<file path="config.mk">
export PLATFORM = sky130hd
export DESIGN_NAME = axis_shift_buffer
export DESIGN_NICKNAME = d
export VERILOG_FILES = /design/src/rtl/axis_shift_buffer.sv
export SDC_FILE = /design/constraint.sdc
export NUM_CORES = 1
export LEC_CHECK = 0
export BUFFER_PORTS_ARGS = -buffer_cell sky130_fd_sc_hd__clkbuf_2
export CAP_MARGIN = 0
export CORE_ASPECT_RATIO = 1.4
export CORE_MARGIN = 10
export CORE_UTILIZATION = 25
export DETAILED_ROUTE_END_ITERATION = 12
export HOLD_SLACK_MARGIN = 0.15
export PLACE_DENSITY = 0.53
export SYNTH_ARGS = -nofsm -noshare
export SYNTH_HDL_FRONTEND = slang
export SYNTH_SLANG_ARGS = --single-unit
</file>
<file path="constraint.sdc">
create_clock -name aclk -period 2.3 [get_ports aclk]
set_clock_uncertainty 0.2 [all_clocks]
set_input_delay 0.23 -clock aclk [delete_from_list [all_inputs] [get_ports aclk]]
set_output_delay 0.23 -clock aclk [all_outputs]
set_load 0.01 [all_outputs]
</file>
<file path="src/rtl/axis_shift_buffer.sv">
// axis_shift_buffer: replays each input beat kernel_h_1+1 times, sliding an UNITS-word window per half
module axis_shift_buffer #(
    parameter int UNITS = 2,
    parameter int WORD_WIDTH = 8,
    parameter int KERNEL_H_MAX = 3,
    localparam int UNITS_EDGES = UNITS + KERNEL_H_MAX - 1,
    localparam int BITS_KERNEL_H_MAX = $clog2(KERNEL_H_MAX)
) (
    input  logic                                  aclk,
    input  logic                                  aresetn,
    output logic                                  s_axis_tready,
    input  logic                                  s_axis_tvalid,
    input  logic                                  s_axis_tlast,
    input  logic [WORD_WIDTH*UNITS_EDGES*2-1:0]   s_axis_tdata,
    input  logic [BITS_KERNEL_H_MAX-1:0]          s_axis_tuser,
    input  logic                                  m_axis_tready,
    output logic                                  m_axis_tvalid,
    output logic                                  m_axis_tlast,
    output logic [WORD_WIDTH*UNITS*2-1:0]         m_axis_tdata,
    output logic [BITS_KERNEL_H_MAX-1:0]          m_axis_tuser
);
    localparam logic [BITS_KERNEL_H_MAX-1:0] KH_MAX_1 = BITS_KERNEL_H_MAX'(KERNEL_H_MAX - 1);
    typedef enum logic {EMPTY, FULL} state_t;
    state_t                                state_q, state_d;
    logic [BITS_KERNEL_H_MAX-1:0]          k_q, k_d, kh_q, kh_d, kh_eff;
    logic [WORD_WIDTH*UNITS_EDGES*2-1:0]   data_q, data_d;
    logic                                  last_q, last_d;
    logic                                  last_shift, s_hs, m_hs;
    always_ff @(posedge aclk or negedge aresetn) begin
        if (!aresetn) begin
            state_q <= EMPTY;
            k_q     <= '0;
            kh_q    <= '0;
            data_q  <= '0;
            last_q  <= 1'b0;
        end else begin
            state_q <= state_d;
            k_q     <= k_d;
            kh_q    <= kh_d;
            data_q  <= data_d;
            last_q  <= last_d;
        end
    end
    always_comb begin
        kh_eff        = (s_axis_tuser > KH_MAX_1) ? KH_MAX_1 : s_axis_tuser;
        m_axis_tvalid = (state_q == FULL);
        last_shift    = m_axis_tvalid & (k_q == kh_q);
        s_axis_tready = !m_axis_tvalid | (last_shift & m_axis_tready);
        s_hs          = s_axis_tvalid & s_axis_tready;
        m_hs          = m_axis_tvalid & m_axis_tready;
        m_axis_tlast  = last_q & last_shift;
        m_axis_tuser  = kh_q;
        // a load in the same cycle as the final replay takes priority
        state_d = s_hs ? FULL : (m_hs & last_shift) ? EMPTY : state_q;
        k_d     = (s_hs | (m_hs & last_shift)) ? '0 : m_hs ? k_q + 1'b1 : k_q;
        kh_d    = s_hs ? kh_eff : kh_q;
        data_d  = s_hs ? s_axis_tdata : data_q;
        last_d  = s_hs ? s_axis_tlast : last_q;
        m_axis_tdata = '0;
        for (int h = 0; h < 2; h++)
            for (int u = 0; u < UNITS; u++)
                m_axis_tdata[(h*UNITS+u)*WORD_WIDTH +: WORD_WIDTH] =
                    data_q[(h*UNITS_EDGES+u+int'(k_q))*WORD_WIDTH +: WORD_WIDTH];
    end
endmodule

</file>
==> flow_summary.ini <==
[sta]
tns_ns = 0
min_period_ns = 2.165
slew_viol_final = 0
grt_setup_unrepaired = false
final.period_utilization_pct = 94.13
setup_ws_ns = 0.1351
relSlewSlack_pct = 57.56
setup_viol = 0
tightest_slew_ns = 0.6365
max_freq_mhz = 461.9
hold_viol = 0

[clocking]
clock_latency_ns = 0.34
clock_path_buffers = 2
htreeDepth = 3
clockRootBuffer = clkbuf_16
cts-buffers-inserted = 9
cts_tree = done
cts.reportedPaths.clkPinSlew_ns = 0.06
cts_sinks = 70

[setup_path]
reg2reg_slack_ns = 0.31
path_depth = 3
startpoint_type = register
worstReg2RegStart = k_q[1]$_DFFE_PN0P_
end_kind = primary output
cp_slowest_stage_delay_ns = 0.56
reg2regPathDepth = 5
cp_data_arrival_time_ns = 1.73
r2r-end = m_axis_tvalid$_DFFE_PN0P_
crit_family = multiplexers
path_max_fanout = 26
crit_required_ns = 1.87
critical_path_buf_inv_count = 2
crit_type = register to primary output
crit_slowest_cell = mux4_2
path_cells = buf_6, mux4_2, clkbuf_2

[drt]
viasPerCell = 4.306
drc_errors = 0
vias = 2661
wl_um = 9817
dr.pass1.iters = 4
routedWlPerCell_um = 15.89
postRouteAntennaNets = 0
drtIter0Drc = 114

[global_route]
overflow = 0
antenna_found_initial = 1
grtUsageTotal_pct = 10.68
grt_pass1_vias = 3000
grt_max_degree = 59
grt_pass1_wl_um = 16120

[synthesis]
synth-seq-cells = 70
yosysWarningCount = 0
synth_nets = 317
seq_area_frac_synth_pct = 49.79
synth.distinct_cells = 27
syn-cell-area_um2 = 3518
syn_inst = 246
syn_avg_cell_area_um2 = 14.30

[final_layout]
nNetsFinal = 498
final_cell_mix = clkbuf_2 (106), dlygate4sd3_1 (72), dfrtp_1 (68)
fin_area_um2 = 5315
final_common_cell = clkbuf_2
fillCellCount = 1332
seq_area_um2 = 1754
multi_input_area_um2 = 1652
area_growth_pct = 51.07
drive_above_1_share_pct = 49.77

[power]
fin_total_pwr_uw = 7578
leakage_uw = 0.002457
irDropWorstVdd_mv = 0.4934
pwr_density_cell_nw_per_um2 = 1426

[floorplan]
floorplan.die_area_um2 = 19290
die_h_um = 160.4
core_um2 = 13850
start_util_pct = 25.41
rows = 51
ios = 108
fp.dieW_um = 120.3

[placement]
dp.final_hpwl_um = 6761
gp_congestion = 0.7887
port_buffers = 107
dpl-instance-area_um2 = 4263
place_ws_ns = 0.3674

[hold_path]
hold_class = primary input to asynchronous set/reset pin

[outcome]
status = complete, no violations

[flow_run]
max-cap-violations = 0
[synthesized netlist by cell type]
library cell  number  area, um^2
xor2_1             2       17.52
o2bb2ai_1          1       8.760
mux2i_1            8       80.08
buf_4              1       7.510
o31a_1             1       8.760
nand3_1            1       5.000
mux2_4            28       420.4
inv_1              2       7.510
buf_6              4       45.04
nor2_1             1       3.750
dfrtp_1           70        1752
nor2b_1            9       56.30
clkbuf_1           4       15.01
o31ai_1            1       7.510
and3_1             1       6.260
mux4_2            16       360.4
mux2_2            37       416.7
nand2b_1           1       6.260
o21ai_0           12       60.06
a21o_1             1       7.510
a21oi_1           10       50.05
o21bai_1           1       7.510
buf_2              6       30.03
o211ai_1           1       7.510
a211oi_1           8       60.06
buf_1              3       11.26
nand2_1           16       60.06
[per-stage QoR]
stage | hold slack, ns | utilization, % | cells
after floorplan | -0.2656 | - | 246
after global placement | 0.1019 | 30.79 | 529
after detailed placement | 0.1042 | 30.79 | 529
after CTS | 0.2760 | 38.34 | 617
after global routing | 0.3112 | 38.38 | 618
final | 0.2621 | 38.38 | 618
[report_power, final]
part	switching (uW)	internal, uW	total (uW)
logic	1660	2120	3780
registers	443	1880	2320
clock network	519	958	1480
total	2620	4960	7580
[area by class of cell]
class	instances	area share, %
Tap cell	185	4.355
Antenna cell	1	0.04708
Clock buffer	14	5.344
Timing Repair Buffer	188	25.33
Clock inverter	2	0.7062
Inverter	2	0.1412
Sequential cell	70	33.00
Multi-Input combinational cell	156	31.07
[routing by layer]
metal | global-route usage [%] | vias up | part of all wire [%]
met4 | 6.601 | 0 | 2.7
met1 | 12.63 | 1302 | 44
li1 | - | 1269 | -
met5 | 0 | - | 0
met2 | 16.90 | 78 | 48
met3 | 2.772 | 12 | 5.0
[worst max-delay path by stage]
stage | endpoint | start | slack, ns
final | m_axis_tdata[0] | k_q[1]$_DFFE_PN0P_ | 0.14
after global routing | m_axis_tdata[28] | k_q[0]$_DFFE_PN0P_ | 0.003
after CTS | m_axis_tdata[9] | k_q[0]$_DFFE_PN0P_ | 0.005
after detailed placement | m_axis_tdata[0] | k_q[1]$_DFFE_PN0P_ | 0.37
after global placement | m_axis_tdata[0] | k_q[1]$_DFFE_PN0P_ | 0.39
after floorplan | data_q[10]$_DFFE_PN0P_ | k_q[1]$_DFFE_PN0P_ | 0.37
[sequential cells by signal, indices dropped and copies added, names as in the netlist]
register / flops
m_axis_tuser: 2
last_q: 1
data_q: 64
k_q: 2
m_axis_tvalid: 1
[cells by family after synthesis]
family	synth area share [%]
buf+inv	3.307
simple gates	3.912
flops	49.79
compound gates	6.188
xor+xnor	0.4980
mux	36.31
[what timing repair did]
action,4_1_cts,5_1_grt
hold buffers,72,0
buffers inserted,0,0
hold endpoints to repair,115,0
setup endpoints to repair,1,22
gates resized for setup,1,1
cloned,0,0
Power figures use the tool's default switching activity.
